$ cat config.mk
export PLATFORM = sky130hd
export DESIGN_NAME = cpu_board_display
export DESIGN_NICKNAME = d
export VERILOG_FILES = /design/src/rtl/cpu_board_display.sv
export SDC_FILE = /design/constraint.sdc
export NUM_CORES = 1
export LEC_CHECK = 0
export BUFFER_PORTS_ARGS = -buffer_cell sky130_fd_sc_hd__buf_2
export CAP_MARGIN = 40
export CORE_ASPECT_RATIO = 1.5
export CORE_UTILIZATION = 25
export DETAILED_ROUTE_END_ITERATION = 12
export PLACE_DENSITY = 0.44
export SLEW_MARGIN = 0
export SYNTH_ARGS = -nofsm -noshare
export SYNTH_HDL_FRONTEND = slang
export SYNTH_SLANG_ARGS = --single-unit
$ cat constraint.sdc
create_clock -name CLK -period 4.5 [get_ports CLK]
set_input_delay 0.675 -clock CLK [delete_from_list [all_inputs] [get_ports CLK]]
set_output_delay 0.675 -clock CLK [all_outputs]
set_load 0.01 [all_outputs]
$ cat src/rtl/cpu_board_display.sv
// rtl/cpu_board_display.sv - step-button debounce/step clock and 4-digit hex display of CPU debug words
module cpu_board_display #(
  parameter int DEBOUNCE_CYCLES = 1000000,
  parameter int SCAN_CYCLES     = 100000
) (
  input  logic        CLK,
  input  logic        Reset,
  input  logic        btn_step,
  input  logic [1:0]  sw_sel,
  input  logic [15:0] sign1,
  input  logic [15:0] sign2,
  input  logic [15:0] sign3,
  input  logic [15:0] sign4,
  output logic        cpu_clk,
  output logic        step_pulse,
  output logic [3:0]  an,
  output logic [7:0]  seg
);

  localparam int DW = $clog2(DEBOUNCE_CYCLES);
  localparam int SW = (SCAN_CYCLES > 1) ? $clog2(SCAN_CYCLES) : 1;
  localparam logic [DW-1:0] DB_LAST   = DW'(DEBOUNCE_CYCLES - 1);
  localparam logic [SW-1:0] SCAN_LAST = SW'(SCAN_CYCLES - 1);

  typedef enum logic [1:0] {DIG0, DIG1, DIG2, DIG3} scan_state_e;

  logic          btn_s1_q, btn_s2_q;
  logic [1:0]    sel_s1_q, sel_s2_q;
  logic          stable_q, stable_d;
  logic [DW-1:0] db_cnt_q, db_cnt_d;
  logic          cpu_clk_q, cpu_clk_d;
  logic          pulse_q, pulse_d;
  scan_state_e   state_q, state_d;
  logic [SW-1:0] scan_cnt_q, scan_cnt_d;
  logic [15:0]   snap_q, snap_d;
  logic          first_q, first_d;
  logic [3:0]    an_q, an_d;
  logic [7:0]    seg_q, seg_d;
  logic [15:0]   sel_word;
  logic [3:0]    nibble;

  function automatic logic [6:0] hex7(input logic [3:0] v);
    case (v)
      4'h0: hex7 = 7'h40;  4'h1: hex7 = 7'h79;  4'h2: hex7 = 7'h24;  4'h3: hex7 = 7'h30;
      4'h4: hex7 = 7'h19;  4'h5: hex7 = 7'h12;  4'h6: hex7 = 7'h02;  4'h7: hex7 = 7'h78;
      4'h8: hex7 = 7'h00;  4'h9: hex7 = 7'h10;  4'hA: hex7 = 7'h08;  4'hB: hex7 = 7'h03;
      4'hC: hex7 = 7'h46;  4'hD: hex7 = 7'h21;  4'hE: hex7 = 7'h06;  default: hex7 = 7'h0E;
    endcase
  endfunction

  always_comb begin
    stable_d = stable_q;
    db_cnt_d = '0;
    if (btn_s2_q != stable_q) begin
      if (db_cnt_q == DB_LAST) stable_d = ~stable_q;
      else                     db_cnt_d = db_cnt_q + DW'(1);
    end
    // Derived from the next stable level so the CPU edge and the pulse align with the flip.
    cpu_clk_d = ~stable_d;
    pulse_d   = stable_d & ~stable_q;
  end

  always_comb begin
    case (sel_s2_q)
      2'd0:    sel_word = sign1;
      2'd1:    sel_word = sign2;
      2'd2:    sel_word = sign3;
      default: sel_word = sign4;
    endcase
    case (state_q)
      DIG0:    nibble = snap_q[3:0];
      DIG1:    nibble = snap_q[7:4];
      DIG2:    nibble = snap_q[11:8];
      default: nibble = snap_q[15:12];
    endcase
  end

  always_comb begin
    state_d    = state_q;
    scan_cnt_d = scan_cnt_q;
    snap_d     = snap_q;
    an_d       = an_q;
    seg_d      = seg_q;
    first_d    = 1'b0;
    if (first_q) begin
      snap_d = sel_word;
    end else begin
      an_d  = ~(4'b0001 << state_q);
      seg_d = {1'b1, hex7(nibble)};
      if (scan_cnt_q == SCAN_LAST) begin
        scan_cnt_d = '0;
        case (state_q)
          DIG0:    state_d = DIG1;
          DIG1:    state_d = DIG2;
          DIG2:    state_d = DIG3;
          default: state_d = DIG0;
        endcase
        // Outputs lag state by a cycle, so loading here never mixes words within a frame.
        if (state_q == DIG3) snap_d = sel_word;
      end else begin
        scan_cnt_d = scan_cnt_q + SW'(1);
      end
    end
  end

  always_ff @(posedge CLK or posedge Reset) begin
    if (Reset) begin
      btn_s1_q   <= 1'b0;
      btn_s2_q   <= 1'b0;
      sel_s1_q   <= 2'b00;
      sel_s2_q   <= 2'b00;
      stable_q   <= 1'b0;
      db_cnt_q   <= '0;
      cpu_clk_q  <= 1'b1;
      pulse_q    <= 1'b0;
      state_q    <= DIG0;
      scan_cnt_q <= '0;
      snap_q     <= '0;
      first_q    <= 1'b1;
      an_q       <= 4'b1111;
      seg_q      <= 8'hFF;
    end else begin
      btn_s1_q   <= btn_step;
      btn_s2_q   <= btn_s1_q;
      sel_s1_q   <= sw_sel;
      sel_s2_q   <= sel_s1_q;
      stable_q   <= stable_d;
      db_cnt_q   <= db_cnt_d;
      cpu_clk_q  <= cpu_clk_d;
      pulse_q    <= pulse_d;
      state_q    <= state_d;
      scan_cnt_q <= scan_cnt_d;
      snap_q     <= snap_d;
      first_q    <= first_d;
      an_q       <= an_d;
      seg_q      <= seg_d;
    end
  end

  assign cpu_clk    = cpu_clk_q;
  assign step_pulse = pulse_q;
  assign an         = an_q;
  assign seg        = seg_q;

endmodule

==> flow_summary.ini <==
[placed_design]
detailedPlacementHpwl_mm = 7.06
io_buffers = 81
globalplace.congestion = 0.789

[power_and_ir_drop]
power.density_cell_area_nw_per_um2 = 375
static-leakage-power_nw = 2.21
ir_worst_vdd_v = 0.000168

[timing]
timing.max_slew.rel_slack_pct = 52.4
tns_ps = 0
clock-skew-final_ps = 6.10
finalWorstPathRequiredPeriod_ps = 2510
final_max_slew_viol_count = 0
final_hold_viol_count = 0
period_share_pct = 55.7
rsz0062_at_grt = false
worst-slew-pin-transition_ps = 695
setup_violations = 0
max_freq_ghz = 0.399

[synthesis]
synth.net_count = 434
synth.avg_cell_area_um2 = 11.6
yosys_warnings = 0
synth_enable_flop_cells = 0
postSynth.asyncResetShare_pct = 100
main_synth_ff_type = sky130_fd_sc_hd__dfrtp_1
synth_seq_area_share_pct = 47.0
post_synth_inst_count = 353
ys_seq_elements = 76
netlist-cell-type-count = 52
netlist_area_um2 = 4080

[global_routing]
grt_start_max_net_pins = 34
first_global_vias = 3182
grt_first_pass_wirelength_mm = 15.4
number_of_antenna_violations_at_the_first_check_in_global_routing = 0
globalRoute.totalOverflow = 0
grt_use_total_pct = 11.7

[clock_tree]
clock_buffer_depth = 2
cts_sinks = 76
cts-buffers-inserted = 9
clk_pin_slew_worst_paths_ps = 60
cts_setup_buffers = 0
ctsResizeCount = 0
clock_tree.root_cell = sky130_fd_sc_hd__clkbuf_16
htreeDepth = 3
cts_tree = yes
cts_hold_buf = 0
insertion_delay_of_the_later_clocked_pin_in_the_worst_skew_pair_ps = 340

[route]
ant_nets = 0
post_drt_via_cell_ratio = 4.74
routed_wl_mm = 9.15
drc_errors = 0
route.detailed.wl_per_inst_um = 14.3
drt_first_iter_violations = 88
drtPass1Iterations = 4
total_number_of_vias = 3031

[critical_path]
worstPathArrival_ps = 2730
worst_ep_required_time_ps = 4730
timing.critical_path.to_type = register
worst_setup_path_start_kind = register
r2r_setup_slack_ps = 1990
r2r.worst_path.cells = 8
crit-reg2reg-capture = seg[2]$_DFFE_PP1N_
crit_path_max_fo = 6
crit-reg2reg-launch = state_q[0]$_DFFE_PP0P_
crit_type = reg2reg

[floorplanning]
ios = 83
floorplan.die.width_um = 106
start_util_pct = 25.9
overall_die_height_um = 158
dieArea_um2 = 16800
placementRows = 56
core_region_area_um2 = 15800

[hold_path]
min-delay-path-class = in2async

[cells_and_area]
insertedDiodeCount = 0
design.final.nets = 512
drive_gt1_share_pct = 36.7
syn2layout_area_growth_pct = 24.0
final_core_utilization_pct = 32.1

[run_status]
status = finished, final reports clean

[flow_run]
timing.max_cap.violations = 0
## worst max-delay path, stage by stage (launching register included)
cell and delay [ps]:
sky130_fd_sc_hd__dfrtp_1 390, sky130_fd_sc_hd__inv_1 80, sky130_fd_sc_hd__ha_1 270, sky130_fd_sc_hd__a222oi_1 380, sky130_fd_sc_hd__mux2i_1 240, sky130_fd_sc_hd__inv_1 170, sky130_fd_sc_hd__ha_1 170, sky130_fd_sc_hd__or4b_2 580
sky130_fd_sc_hd__o311ai_0 110
## logic make-up after synthesis
| group | count (synthesis) | share of synthesized area [%] |
|---|---|---|
| mux | 43 | 17.0 |
| xor+xnor | 25 | 5.37 |
| simple gates | 111 | 14.8 |
| compound gates | 50 | 8.46 |
| fa+ha+maj | 12 | 3.68 |
| flops | 76 | 47.0 |
| buf+inv | 34 | 3.50 |
| other cells | 2 | 0.184 |
## synth_stat cells (7+ instances only)
library cell                n  area share (%)
sky130_fd_sc_hd__a21oi_1   15             1.8
sky130_fd_sc_hd__clkbuf_1  11             1.0
sky130_fd_sc_hd__dfrtp_1   63              39
sky130_fd_sc_hd__dfstp_2   13             8.4
sky130_fd_sc_hd__ha_1      12             3.7
sky130_fd_sc_hd__inv_1     15             1.4
sky130_fd_sc_hd__mux2_2    10             2.8
sky130_fd_sc_hd__mux2_4    10             3.7
sky130_fd_sc_hd__mux2i_1    7             1.7
sky130_fd_sc_hd__mux4_2    16             8.8
sky130_fd_sc_hd__nand2_1   21             1.9
sky130_fd_sc_hd__nand3_1   11             1.3
sky130_fd_sc_hd__nand4_1    7             1.1
sky130_fd_sc_hd__nor2_1    31             2.9
sky130_fd_sc_hd__o21ai_0    8            0.98
sky130_fd_sc_hd__o31ai_1    7             1.3
sky130_fd_sc_hd__xnor2_1    8             1.7
sky130_fd_sc_hd__xor2_1    17             3.6
## cell type report
cell class	count	area (µm²)
clock inverter	3	68.8
fill	1604	10700
inverter	15	56.3
timing repair buffer	86	475
sequential	76	1920
clock buffer	13	260
tap	203	254
multi-input combinational	243	2030
## registers in the layout, summed over array words and instances, names as in the netlist
register    count
stable_q        1
snap_q         16
state_q         2
btn_s2_q        1
db_cnt_q       20
cpu_clk         1
an              4
btn_s1_q        1
first_q         1
scan_cnt_q     17
step_pulse      1
seg             7
sel_s1_q        2
sel_s2_q        2
## power by group
part	internal [mW]	switching, mW	leakage (nW)
registers	0.761	0.0630	0.954
logic	0.150	0.132	1.10
clock network	0.517	0.275	0.160
total	1.43	0.470	2.21
## placed cells by master, fill, tap and decap left out, drive strengths merged, types with 3 or more instances in the layout
master | netlist | layout
buf | 8 | 86
dfstp | 13 | 13
mux2 | 20 | 20
ha | 12 | 12
dfrtp | 63 | 63
a22oi | 5 | 5
xor2 | 17 | 17
xnor2 | 8 | 8
nor3 | 5 | 5
inv | 15 | 15
o21ai | 8 | 8
nand4 | 7 | 7
nor2 | 31 | 31
nand4b | 3 | 3
mux4 | 16 | 16
and4 | 3 | 3
mux2i | 7 | 7
a222oi | 3 | 3
nand3 | 11 | 11
or4b | 3 | 3
a21oi | 16 | 16
nor4 | 4 | 4
or3 | 4 | 4
clkbuf | 11 | 13
nand2 | 21 | 21
or4 | 5 | 5
and2 | 4 | 4
o31ai | 7 | 7
## metrics by stage
stage / instance area [µm²] / instances / power (mW) / hold slack, ps / setup slack [ps]
floorplan: 4080 / 353 / 1.01 / 331 / 1910
global placement: 4680 / 620 / 1.11 / 335 / 2060
detailed placement: 4730 / 623 / 1.12 / 340 / 1990
CTS: 5060 / 639 / 1.93 / 306 / 1960
global route: 5060 / 639 / 1.99 / 324 / 1820
finish: 5060 / 639 / 1.90 / 307 / 1990
## worst max-delay path by stage
stage / from / end / slack, ps / depth (start not counted)
finish: state_q[0]$_DFFE_PP0P_ / seg[2]$_DFFE_PP1N_ / 1990 / 8
global route: state_q[0]$_DFFE_PP0P_ / seg[0]$_DFFE_PP1N_ / 1820 / 9
CTS: state_q[0]$_DFFE_PP0P_ / seg[0]$_DFFE_PP1N_ / 1960 / 9
detailed placement: state_q[0]$_DFFE_PP0P_ / seg[3]$_DFFE_PP1N_ / 1990 / 9
global placement: state_q[0]$_DFFE_PP0P_ / seg[2]$_DFFE_PP1N_ / 2060 / 8
floorplan: Reset / btn_s1_q$_DFF_PP0_ / 1910 / 1
## metal layers
layer | vias up | wire length [µm] | track usage [%]
met5 | - | 0 | 0
met4 | 0 | 282 | 4.89
met3 | 21 | 411 | 2.82
met2 | 103 | 4820 | 21.2
met1 | 1467 | 3630 | 12.9
li1 | 1440 | - | -
Power figures use the tool's default switching activity.
